### src/rtl/loop_nest_pkg.sv
// Shared types for the two-level loop nest controller: FSM state encoding.
package loop_nest_pkg;

  localparam logic [1:0] StateIdleEnc = 2'b00;
  localparam logic [1:0] StateRunEnc  = 2'b01;
  localparam logic [1:0] StateDoneEnc = 2'b10;

  typedef enum logic [1:0] {
    StIdle = StateIdleEnc,
    StRun  = StateRunEnc,
    StDone = StateDoneEnc
  } state_e;

endpackage

### src/rtl/circular_counter.sv
// Counter that wraps to zero after reaching max_i; synchronous active-high reset.
module circular_counter #(
  parameter int unsigned WIDTH = 8
) (
  input  logic             clk_i,
  input  logic             rst_i,
  input  logic             en_i,
  input  logic [WIDTH-1:0] max_i,
  output logic [WIDTH-1:0] count_o
);

  logic [WIDTH-1:0] count_q, count_d;

  always_comb begin
    count_d = count_q;
    if (en_i) begin
      count_d = (count_q == max_i) ? '0 : count_q + WIDTH'(1);
    end
  end

  always_ff @(posedge clk_i) begin
    if (rst_i) begin
      count_q <= '0;
    end else begin
      count_q <= count_d;
    end
  end

  assign count_o = count_q;

endmodule

### src/rtl/loop_nest_controller.sv
// Emits (outer_idx, inner_idx) pairs over a valid/ready stream for a latched loop nest.
// Optional abort input/aborted output enabled by defining LOOP_NEST_ABORT_EN.
module loop_nest_controller
  import loop_nest_pkg::*;
#(
  parameter int unsigned WIDTH = 8
) (
  input  logic             clk_i,
  input  logic             rst_i,
  input  logic             start_i,
  input  logic [WIDTH-1:0] inner_max_i,
  input  logic [WIDTH-1:0] outer_max_i,
  input  logic             out_ready_i,
`ifdef LOOP_NEST_ABORT_EN
  input  logic             abort_i,
  output logic             aborted_o,
`endif
  output logic             out_valid_o,
  output logic [WIDTH-1:0] inner_idx_o,
  output logic [WIDTH-1:0] outer_idx_o,
  output logic             last_inner_o,
  output logic             last_o,
  output logic             busy_o,
  output logic             done_o
);

  state_e           state_q, state_d;
  logic [WIDTH-1:0] inner_max_q, inner_max_d;
  logic [WIDTH-1:0] outer_max_q, outer_max_d;
  logic             abort;
  logic             handshake;
  logic             advance;
  logic             start_acc;
  logic             cnt_rst;

`ifdef LOOP_NEST_ABORT_EN
  logic aborted_q, aborted_d;
  assign abort = abort_i & (state_q == StRun);
`else
  assign abort = 1'b0;
`endif

  assign start_acc = (state_q == StIdle) & start_i;
  assign handshake = out_valid_o & out_ready_i;
  // A beat accepted alongside abort is consumed but does not move the indices.
  assign advance   = handshake & ~abort;
  assign cnt_rst   = rst_i | start_acc | (state_q == StDone);

  circular_counter #(.WIDTH(WIDTH)) u_inner (
    .clk_i   (clk_i),
    .rst_i   (cnt_rst),
    .en_i    (advance),
    .max_i   (inner_max_q),
    .count_o (inner_idx_o)
  );

  circular_counter #(.WIDTH(WIDTH)) u_outer (
    .clk_i   (clk_i),
    .rst_i   (cnt_rst),
    .en_i    (advance & last_inner_o),
    .max_i   (outer_max_q),
    .count_o (outer_idx_o)
  );

  assign out_valid_o  = (state_q == StRun);
  assign last_inner_o = out_valid_o & (inner_idx_o == inner_max_q);
  assign last_o       = last_inner_o & (outer_idx_o == outer_max_q);
  assign busy_o       = (state_q != StIdle);
  assign done_o       = (state_q == StDone);

  always_comb begin
    state_d     = state_q;
    inner_max_d = inner_max_q;
    outer_max_d = outer_max_q;
`ifdef LOOP_NEST_ABORT_EN
    aborted_d   = 1'b0;
`endif
    unique case (state_q)
      StIdle: begin
        if (start_i) begin
          state_d     = StRun;
          inner_max_d = inner_max_i;
          outer_max_d = outer_max_i;
        end
      end
      StRun: begin
        if (abort) begin
          state_d = StDone;
`ifdef LOOP_NEST_ABORT_EN
          aborted_d = 1'b1;
`endif
        end else if (handshake & last_o) begin
          state_d = StDone;
        end
      end
      StDone: state_d = StIdle;
      default: state_d = StIdle;
    endcase
  end

  always_ff @(posedge clk_i) begin
    if (rst_i) begin
      state_q     <= StIdle;
      inner_max_q <= '0;
      outer_max_q <= '0;
    end else begin
      state_q     <= state_d;
      inner_max_q <= inner_max_d;
      outer_max_q <= outer_max_d;
    end
  end

`ifdef LOOP_NEST_ABORT_EN
  always_ff @(posedge clk_i) begin
    if (rst_i) begin
      aborted_q <= 1'b0;
    end else begin
      aborted_q <= aborted_d;
    end
  end

  assign aborted_o = done_o & aborted_q;
`endif

endmodule
### config.mk
export PLATFORM = sky130hd
export DESIGN_NAME = loop_nest_controller
export DESIGN_NICKNAME = d
export VERILOG_FILES = /design/src/rtl/loop_nest_pkg.sv /design/src/rtl/circular_counter.sv /design/src/rtl/loop_nest_controller.sv
export SDC_FILE = /design/constraint.sdc
export NUM_CORES = 1
export LEC_CHECK = 0
export ABC_AREA = 1
export CAP_MARGIN = 5
export CORE_ASPECT_RATIO = 1.2
export CORE_MARGIN = 4
export CORE_UTILIZATION = 37
export DETAILED_ROUTE_END_ITERATION = 12
export GPL_TIMING_DRIVEN = 0
export MAX_ROUTING_LAYER = met4
export PLACE_DENSITY = 0.58
export SETUP_SLACK_MARGIN = 0.3
export SLEW_MARGIN = 15
export SYNTH_ARGS = -nofsm -noshare
export SYNTH_HDL_FRONTEND = slang
export SYNTH_SLANG_ARGS = --single-unit
### constraint.sdc
create_clock -name clk_i -period 1.5 [get_ports clk_i]
set_input_delay 0.3 -clock clk_i [delete_from_list [all_inputs] [get_ports clk_i]]
set_output_delay 0.3 -clock clk_i [all_outputs]
set_load 0.005 [all_outputs]
Yosys cells after proc, flatten, opt, wreduce, memory -nomap -nowiden:

Cells that the tools add are included.

* flip-flop bits (word level): 34
* output and inout bits: 21

* reductions and logical operators: 4
* mux-type cells: 5
* bitwise logic cells: 8
* add/subtract/negate cells: 2
* equality and inequality tests: 6

Operators by type and width (number)
* 8-bit by 1-bit adder with 8-bit output, second input constant: 2
* 8-bit == test: 2
* 8-bit 2-to-1 mux: 2
* 1-bit bitwise AND: 6
* 2-bit 2-to-1 mux: 2
* 2-bit case mux with 2 select lines: 1
* 2-bit AND reduction: 2
* 2-bit by 1-bit == test with 1-bit output, second input constant: 1
* 2-bit == test, second input constant: 1
* 2-bit zero test: 1
* 2-bit by 1-bit != test with 1-bit output, second input constant: 1
* 2-bit != test, second input constant: 1
* 1-bit bitwise OR: 2
* 2-bit nonzero test: 1

Depth between registers and ports, before layout:

Gate-level depths: netlist (run 1).

* word-level depth: 6
* depth in mapped cells: 12

Modules after synthesis:

A second synthesis (run 1) with hierarchy kept.

* cells, all modules: 329
* area total of the unflattened synthesis: 2069.5 µm²

Modules (own cells, without submodules)
* circular_counter: times used 2, area an instance 541.8 µm², cells each 89
* loop_nest_controller: times used 1, area an instance 985.9 µm², cells each 151

Worst setup path after synthesis (run 1):

Ideal clock, no wire load.

* path type: register to output
* from: reg u_inner.count_q[2] (netlist: u_inner.count_o[2])
* to: out last_o
* arrival: 1.045 ns
* setup slack: 0.155 ns
* data required time: 1.200 ns
* cell stages (with the launch flop): 9
* path through: dfxtp_1 -> inv_1 -> nand2_1 -> nand2_1 -> inv_1 -> nand2_1 -> nor2_1 -> nand3_1 -> nor3_1

* word-level cells in the longest chain between the ends: 3

RTL lines
* start: declaration: line circular_counter.sv:12 `logic [WIDTH-1:0] count_q, count_d;`
* start signal: assignment: line circular_counter.sv:25 `count_q <= count_d;`
* 8-bit == test: line loop_nest_controller.sv:66 `assign last_inner_o = out_valid_o & (inner_idx_o == inner_max_q);`
* 1-bit bitwise AND: line loop_nest_controller.sv:66
* 1-bit bitwise AND: line loop_nest_controller.sv:67 `assign last_o = last_inner_o & (outer_idx_o == outer_max_q);`
* end: declaration: line loop_nest_controller.sv:22 `output logic last_o,`

Every way passes these cells.

Worst setup path after layout (run 1):

* from: reg u_inner.count_q[2] (netlist: u_inner.count_o[2])
* to: out last_inner_o

* word-level cells in the longest chain between the ends: 2

RTL lines
* 8-bit == test: line loop_nest_controller.sv:66
* 1-bit bitwise AND: line loop_nest_controller.sv:66
* end: declaration: line loop_nest_controller.sv:21 `output logic last_inner_o,`

Every way passes these cells.

==> results.md, run 1 <==
- Die height: 85.94 um
- Hold EP: outer_max_q[2]
- Sequential-to-total area share from yosys stat: 0.3634
- Pwr/cell area: 726.7 nW/um2
- TritonCTS clock tree: yes
- Pin count of the biggest net entering global routing: 11
- Placed cell count: 388
- Clock Tree Buf Depth: 2
- Netlist cell types: 25
- Slew Viols, Final: 0
- Synth area leader: dfxtp_1
- Hold Crit Class: flop to flop
- Fmax: 572.6 MHz
- Global placement routability congestion: 0.7912
- DRC: 0
- Final std cells w/o fill: 434
- Synth Instances: 288
- Synth Area in Compound Gates: 0.1022
- Syn avg cell area: 6.504 um2
- Vias in the first global route: 2,001
- Layout Nets: 395
- Initial antenna violation count: 0
- Hpwl dp: 3.486 mm
- Skew-Pair Late Insertion Delay: 0.29 ns
- Syn. warnings: 0
- # rows: 28
- Die ar.: 6269 um2
- Slew @ Worst Pin: 0.5126 ns
- Synth Net Count: 310
- Worst setup path class: flop to output port
- Global-route wire length before repair: 8.673 mm
- Final setup viols: 11
- Total Neg Setup Slack: -0.7122 ns
- Mux cell area share after synthesis: 0
- Post-Synthesis Cell Area: 1873 um2
- Crit path time final: 1.747 ns
- Routed len/inst: 12.52 um
- Reg-to-reg setup timing slack: -0.06 ns
- Clk slew on worst S/H paths: 0.07 ns
- Fin worst setup slack: -0.2465 ns
- Die X: 72.95 um
- IO Count: 41
- Area of placed instances: 2402 um2
- Post-synth top area share: 0.3634
- Tcrit/Tclk final: 1.164
- Filler Cell Count: 424
- Final Total Pwr: 0.002329 W
- Leak pwr: 1.441 nW
- Crit end category: output port
- Top cells by area, synth: dfxtp_1, nand2_1, inv_1, nand3_1, nor2_1
- CP max FO: 4
- First-iteration detailed-routing DRC count: 66
- Final Cell Area: 3204 um2
- Syn-to-layout area delta: 71.08%
- Root buffer cell: clkbuf_8
- Setup slack at placement: -0.3937 ns
- Drt first pass iters: 4
- Critical Path RT: 1.20 ns
- WP data arrival: 1.45 ns
- Synthesis-stage register bit count: 34
- # clock sinks: 34
- Hold Path Depth: 2
- Number of diodes: 0
- Final WL: 5.432 mm
- Final hold vios: 0
- Post-Synth XOR/XNOR Area: 0.04208
- Remaining antenna violation count: 0
- Peak supply drop: 0.0004025 V
- Clock Skews: 0.008762 ns
- RSZ-0062 raised after global routing: yes
- Layout cell share with drive strength beyond 1: 0.4652
- Total track usage: 0.1824
- Largest family of logic cells by synthesized area: simple AND/OR/NAND/NOR gates
- Core ar.: 4905 um2
- Adder-cell share of the synthesized area: 0.01336
- Worst setup SP type: flop
- Hold Buf Count CTS: 0
- IO Port Bufs: 40
- Grt total ovfl: 0
- H-tree levels: 2
- Hold path start: outer_max_q[2]
- Violated checks: negative setup slack
- Synth Area in Simple Gates: 0.3674
- TritonCTS buffer count: 5
- Worst R2R Path Depth: 12
- Slew headroom: 0.6579
- R2R Path Start: u_inner.count_o[0]
- Avg Vias per Cell: 4.726
- Initial Utilization: 0.3819
- Status: finished, violations left
- Reg2reg end: u_inner.count_o[7]
- Max_cap viols: 0
- Via count: 2,051
[per-stage QoR]
| stage | utilization | hold slack (ns) |
|---|---|---|
| 2_1_floorplan | - | 0.4438 |
| 3_3_place_gp | 0.4898 | 0.4539 |
| 3_5_place_dp | 0.4898 | 0.4614 |
| 4_1_cts | 0.6028 | 0.4717 |
| 5_1_grt | 0.6533 | 0.4945 |
| 6_report | 0.6533 | 0.4721 |
[kinds of logic (layout without fill, tap and decap cells)]
kind of cell    Yosys count  in the layout
simple gates            150            150
fa+ha+maj                 2              2
buf+inv                  55            141
xor+xnor                  9              9
flops                    34             34
compound gates           38             38
[worst max-delay path, cell delays in order (launching register included)]
cell     delay (ns)
dfxtp_4        0.37
inv_2          0.04
nand2_1        0.04
nand2_1        0.07
inv_1          0.07
nand2_2        0.06
nor2_4         0.13
nand3_2        0.12
buf_6          0.14
inv_2          0.03
buf_2          0.09
[layer usage]
layer	part of all wire	global-route usage	vias to the layer above	routed length [um]
met1	0.40	0.1983	939	2186
met2	0.54	0.3194	39	2912
met4	0.022	0.06879	0	117
met5	0	-	-	0
li1	-	-	1062	-
met3	0.040	0.03986	11	215
[cell type report]
type                       count  area, um2  share of cell area
multi-input combinational    199       1247              0.3893
tap                           60      75.07             0.02343
sequential                    34      744.5              0.2323
inverter                      50      202.7             0.06326
timing repair buffer          78      782.0              0.2440
buffer                         5      62.56             0.01952
clock buffer                   8      90.09             0.02811
[cell usage after synthesis]
master	number
buf_2	2
nor2_8	1
nand3b_1	1
inv_2	4
ha_1	2
dfxtp_1	34
xnor2_1	2
nand2_2	4
nor3_1	3
nand2_4	3
nor2_2	3
nor2_1	26
xor2_1	7
nand3_2	1
nand2_1	81
nand3_1	22
nand4_1	2
clkbuf_1	2
o21ai_0	19
a31oi_1	1
a21oi_1	17
inv_1	46
buf_1	1
o21ai_1	1
nor2_4	3
[registers in the layout (all words and copies together), names as in the netlist]
register and cells:
u_inner.count_o 8, outer_max_q 8, u_outer.count_o 8, inner_max_q 8, state_q 2
[layout by cell type, fill, tap and decap left out, types with 12 or more instances in the layout]
cell type	count
nand2_1	69
inv_1	34
buf_6	32
clkdlybuf4s50_1	19
nor2_1	17
nand2_2	15
dfxtp_4	15
dfxtp_1	13
buf_4	12
[worst max path at each step]
stage                       start                  to  slack (ns)  depth (start not counted)
3_5_place_dp                rst_i      inner_max_q[3]       -0.39                          6
5_1_grt        u_inner.count_o[2]              last_o       -0.34                          9
2_1_floorplan  u_inner.count_o[3]  u_inner.count_o[2]        0.24                         11
4_1_cts        u_inner.count_o[7]              last_o       -0.25                          9
6_report       u_inner.count_o[2]        last_inner_o       -0.25                         10
3_3_place_gp   u_inner.count_o[0]              last_o       -0.39                          6
[where the power goes]
| part | leakage [nW] | internal [W] | switching, W | total (W) |
|---|---|---|---|---|
| Sequential | 0.292 | 0.000929 | 0.0000384 | 0.000967 |
| Clock | 0.0455 | 0.000374 | 0.000327 | 0.000701 |
| Combinational | 1.10 | 0.000309 | 0.000352 | 0.000661 |
| Total | 1.44 | 0.00161 | 0.000717 | 0.00233 |
[timing repair]
item	CTS	global route
endpoints found under the setup margin	55	52
gates cloned	1	0
gates resized for setup	169	69
pin swaps	17	16
buffers inserted	34	3
No activity file was read; power rests on OpenSTA's default activity.
==> run 2, diff against run 1 <==
--- a/config.mk
+++ b/config.mk
@@ -8,7 +8,7 @@
 export ABC_AREA = 1
 export CAP_MARGIN = 5
 export CORE_ASPECT_RATIO = 1.2
-export CORE_MARGIN = 4
+export CORE_MARGIN = 3
 export CORE_UTILIZATION = 37
 export DETAILED_ROUTE_END_ITERATION = 12
 export GPL_TIMING_DRIVEN = 0
==> run 2 against run 1 <==
Against the previous run: first-iteration DRC count grew 24%; largest power group unchanged; the flow still finishes with violations (negative setup slack); routed wire length increased by 9.5%; non-clock buffer count rose by 13; die area shrank 5.0%.
==> results.md, run 2 (synthesis results as in run 1) <==
- Final std cells w/o fill: 445
- Clock Tree Buf Depth: 2
- Violated checks: negative setup slack
- Worst setup path class: flop to output port
- Initial Utilization: 0.3960
- Die ar.: 5956 um2
- IO Count: 41
- Status: finished, violations left
- Pin count of the biggest net entering global routing: 11
- Crit end category: output port
- Final Cell Area: 3342 um2
- Slew headroom: 0.8125
- Avg Vias per Cell: 4.843
- IO Port Bufs: 40
- Fin worst setup slack: -0.3251 ns
- Leak pwr: 1.505 nW
- Die height: 83.94 um
- Sequential share of power: 0.408
- Hpwl dp: 3.542 mm
- DRC: 0
- H-tree levels: 2
- Commonest non-fill, non-tap cell in the layout: nand2_1
- Global-route wire length before repair: 9.480 mm
- Via count: 2,155
- Worst setup SP type: flop
- Layout Nets: 408
- Global placement routability congestion: 0.8373
- Pint: 0.001623 W
- Tcrit/Tclk final: 1.217
- Switching power: 0.0007480 W
- Hold Crit Class: flop to flop
- Sw Ratio: 0.3154
- Crit-path cells: xnor2_1 -> nand2_2 -> nor2_4 -> nand3_4 -> nor3_2 -> buf_2
- Clk slew on worst S/H paths: 0.08 ns
- Crit path time final: 1.825 ns
- Slew Viols, Final: 0
- Routed len/inst: 13.37 um
- Combinational power share: 0.316
- Fmax: 547.9 MHz
- Clock Skews: 0.01166 ns
- Largest stage delay, worst path: 0.37 ns
- Critical Path RT: 1.20 ns
- TritonCTS buffer count: 5
- Slew @ Worst Pin: 0.2806 ns
- Pwr/cell area: 709.6 nW/um2
- Most frequent cells in the layout: nand2_1, buf_6, inv_1
- Final hold vios: 0
- Number of diodes: 0
- Drt first pass iters: 4
- Area of placed instances: 2400 um2
- Filler Cell Count: 375
- CP max FO: 5
- Root buffer cell: clkbuf_8
- Initial antenna violation count: 0
- Die X: 70.95 um
- Layout cell share with drive strength beyond 1: 0.4910
- TritonCTS clock tree: yes
- Remaining antenna violation count: 0
- RSZ-0062 raised after global routing: yes
- Grt total ovfl: 0
- Max_cap viols: 0
- Final setup viols: 10
- # rows: 27
- Hold Buf Count CTS: 0
- Skew-Pair Late Insertion Delay: 0.29 ns
- Total track usage: 0.2039
- First-iteration detailed-routing DRC count: 82
- Core ar.: 4730 um2
- # clock sinks: 34
- Placed cell count: 386
- Final WL: 5.950 mm
- Syn-to-layout area delta: 78.42%
- Peak supply drop: 0.0005563 V
- Crit-path slowest cell: dfxtp_4
- Vias in the first global route: 2,141
- WP data arrival: 1.53 ns
- Clock share of power: 0.275
==> run 2: changes by cell type in the layout (fill, tap and decap cells not counted), moves of 3 or more <==
cell,before,now
buf_6,32,35
inv_4,4,0
nor2_4,7,10
nor2_2,8,2
nor2_1,17,20
nand2_1,69,66
buf_4,12,22
inv_2,11,15
==> run 2: final timing paths <==
check | start | to | slack, ns | cells after the start
max | u_inner.count_o[0] | last_o | -0.33 | 6
min | inner_max_q[7] | inner_max_q[7] | 0.45 | 2
max reg2reg | u_inner.count_o[0] | u_outer.count_o[2] | -0.10 | 10
min reg2reg | inner_max_q[7] | inner_max_q[7] | 0.45 | 2
==> run 2: cell type report <==
| class | instances | area, um2 | area share |
|---|---|---|---|
| well taps | 58 | 72.57 | 0.02171 |
| clock buffers | 8 | 80.08 | 0.02396 |
| inverters | 50 | 205.2 | 0.06140 |
| flip-flops and latches | 34 | 747.0 | 0.2235 |
| plain buffers | 5 | 73.82 | 0.02209 |
| repair buffers | 91 | 887.1 | 0.2654 |
| multi-input cells | 199 | 1276 | 0.3819 |
==> run 2: per-layer routing <==
layer,share of wire,global-route usage,wire length (um)
met1,0.39,0.2201,2326
met2,0.55,0.3519,3257
met3,0.036,0.04578,212
met4,0.026,0.09060,153
met5,0,-,0
==> run 2: stage by stage <==
step | worst slack [ns] | setup TNS [ns] | total power (W) | utilization | hold slack [ns]
after floorplan | 0.2423 | 0 | 0.001269 | - | 0.4438
after global placement | -0.5102 | -8.320 | 0.001418 | 0.5074 | 0.4579
after detailed placement | -0.5402 | -8.344 | 0.001422 | 0.5074 | 0.4644
after CTS | -0.2452 | -0.3961 | 0.002228 | 0.6278 | 0.4552
after global routing | -0.3897 | -2.310 | 0.002500 | 0.7066 | 0.4783
final | -0.3251 | -1.096 | 0.002371 | 0.7066 | 0.4497
==> run 2: worst max-delay path, delay by kind of cell, from the launching register on <==
| kind | cells | cell delay (ns) |
|---|---|---|
| simple gates | 4 | 0.51 |
| xor+xnor | 1 | 0.21 |
| flops | 1 | 0.37 |
| buf+inv | 1 | 0.14 |
==> run 2: power by group through the flow <==
stage          logic [W]  registers, W  clock network, W
6_report        0.000751      0.000968          0.000653
3_3_place_gp    0.000421      0.000998                 0
3_5_place_dp    0.000424      0.000998                 0
2_1_floorplan   0.000279      0.000991                 0
4_1_cts         0.000600      0.000962          0.000666
5_1_grt         0.000814      0.000974          0.000712
==> run 2: repair_timing <==
action	in CTS	in global routing
pin swaps	17	13
cloned	0	2
setup buffers	34	15
gates resized for setup	170	82
setup endpoints to repair	55	53
==> run 3, diff against run 2 <==
--- a/config.mk
+++ b/config.mk
@@ -15,6 +15,7 @@
 export MAX_ROUTING_LAYER = met4
 export PLACE_DENSITY = 0.58
 export SETUP_SLACK_MARGIN = 0.3
+export SKIP_LAST_GASP = 1
 export SLEW_MARGIN = 15
 export SYNTH_ARGS = -nofsm -noshare
 export SYNTH_HDL_FRONTEND = slang
==> run 3 against run 2 <==
Against the previous run: the flow still finishes with violations (negative setup slack); sequential share of layout area is 0.32 points higher; via count shrank 2.1%; critical path depth stayed put; core utilization down 1.0 points; combinational power down 2%; global-route usage fell by 0.10 points; routed wire length decreased by 1.4%; maximum frequency decreased by 1.4%; worst hold slack improved by 0.0081 ns.
==> results.md, run 3 (synthesis results as in run 1) <==
- Final setup viols: 13
- Fin worst setup slack: -0.3509 ns
- Clock share of power: 0.277
- Worst setup SP type: flop
- Crit end category: output port
- Pint: 0.001622 W
- Highest Signal Layer: met4
- Violated checks: negative setup slack
- IO Count: 41
- Hpwl dp: 3.542 mm
- Sequential share of power: 0.410
- Drt first pass iters: 4
- Vias in the first global route: 2,124
- TritonCTS clock tree: yes
- Total track usage: 0.2029
- Final WL: 5.866 mm
- Die height: 83.94 um
- Syn-to-layout area delta: 75.89%
- Tcrit/Tclk final: 1.234
- Final Cell Area: 3294 um2
- WP data arrival: 1.55 ns
- Leak pwr: 1.523 nW
- Hold path start: inner_max_q[7]
- Detail Route met2 WL: 3.187 mm
- # clock sinks: 34
- Area of placed instances: 2400 um2
- Skew-Pair Late Insertion Delay: 0.29 ns
- Critical Path RT: 1.20 ns
- Global placement routability congestion: 0.8373
- Slew @ Worst Pin: 0.2814 ns
- Grt total ovfl: 0
- Switching power: 0.0007338 W
- # rows: 27
- Layout cell share with drive strength beyond 1: 0.4679
- DRC: 0
- TritonCTS buffer count: 5
- Commonest non-fill, non-tap cell in the layout: nand2_1
- R2R Path Start: u_inner.count_o[3]
- Root buffer cell: clkbuf_8
- Remaining antenna violation count: 0
- Worst setup path class: flop to output port
- Die ar.: 5956 um2
- Via count: 2,110
- Clock Tree Buf Depth: 2
- Avg Vias per Cell: 4.720
- Peak supply drop: 0.0005002 V
- Die X: 70.95 um
- Fmax: 540.3 MHz
- Initial antenna violation count: 0
- Status: finished, violations left
- Combinational power share: 0.313
- Slew Viols, Final: 0
- H-tree levels: 2
- Number of diodes: 0
- Clk slew on worst S/H paths: 0.07 ns
- IO Port Bufs: 40
- First-iteration detailed-routing DRC count: 103
- Pwr/cell area: 715.1 nW/um2
- Hold Buf Count CTS: 0
- Global-route wire length before repair: 9.404 mm
- Routed len/inst: 13.12 um
- RSZ-0062 raised after global routing: yes
- Sw Ratio: 0.3115
- Most frequent cells in the layout: nand2_1, inv_1, buf_6
- Clock Skews: 0.01232 ns
- CP max FO: 5
- Worst hold slack: 0.4578 ns
- Max_cap viols: 0
- Hold Crit Class: flop to flop
- Slew headroom: 0.8120
- Final hold vios: 0
- Crit path time final: 1.851 ns
- M1 wire length: 2.310 mm
- Initial Utilization: 0.3960
- Layout Nets: 410
- CP startpoint: u_inner.count_o[0]
- Metal3 WL: 194 um
- Pin count of the biggest net entering global routing: 11
- Core ar.: 4730 um2
[run 3: cell types whose count changed in the layout (fill, tap and decap cells not counted), moves of 4 or more]
cell,delta
buf_6,-6
nand3_2,-4
buf_4,+4
nand3_1,+4
o21ai_2,-4
o21ai_0,+5
[run 3: area by class of cell]
class	count	area [um2]
Sequential cell	34	747.0
Tap cell	58	72.57
Multi-Input combinational cell	199	1226
Inverter	50	202.7
Buffer	5	78.83
Timing Repair Buffer	93	887.1
Clock buffer	8	80.08
Fill cell	378	1435
[run 3: power by group through the flow]
stage / Clock [W] / Sequential [W] / Combinational [W]
5_1_grt: 0.000715 / 0.000973 / 0.000801
2_1_floorplan: 0 / 0.000991 / 0.000279
4_1_cts: 0.000666 / 0.000962 / 0.000579
3_3_place_gp: 0 / 0.000998 / 0.000421
3_5_place_dp: 0 / 0.000998 / 0.000424
6_report: 0.000651 / 0.000966 / 0.000738
[run 3: repair_timing]
item / 4_1_cts / 5_1_grt
pin swaps: 16 / 17
setup endpoints to repair: 55 / 54
gates resized for setup: 145 / 79
setup buffers: 34 / 16
gates cloned: 0 / 3
[run 3: final timing paths]
check                       end  slack, ns  cells after the start
min              inner_max_q[7]       0.46                      2
min reg2reg      inner_max_q[7]       0.46                      2
max                      last_o      -0.35                      6
max reg2reg  u_outer.count_o[2]      -0.08                     11
[run 3: critical path, cell delays in order, from the launching register on]
cell     delay (ns)
dfxtp_4        0.37
xnor2_1        0.21
nand2_2        0.09
nor2_4         0.16
nand3_4        0.10
nor3_2         0.19
buf_2          0.14
[run 3: per-stage QoR]
step,worst slack [ns],setup TNS [ns],util,std cells,total power (W)
after floorplan,0.2423,0,-,288,0.001269
after global placement,-0.5102,-8.320,0.5074,386,0.001418
after detailed placement,-0.5402,-8.344,0.5074,386,0.001422
after CTS,-0.2452,-0.3961,0.6209,428,0.002207
after global routing,-0.4028,-2.309,0.6966,447,0.002488
final,-0.3509,-0.9826,0.6966,447,0.002356
[run 3: routing by layer]
| layer | global-route usage | up-vias |
|---|---|---|
| li1 | - | 1098 |
| met1 | 0.2172 | 954 |
| met2 | 0.3553 | 43 |
| met3 | 0.04458 | 15 |
| met4 | 0.08547 | 0 |
| met5 | - | - |
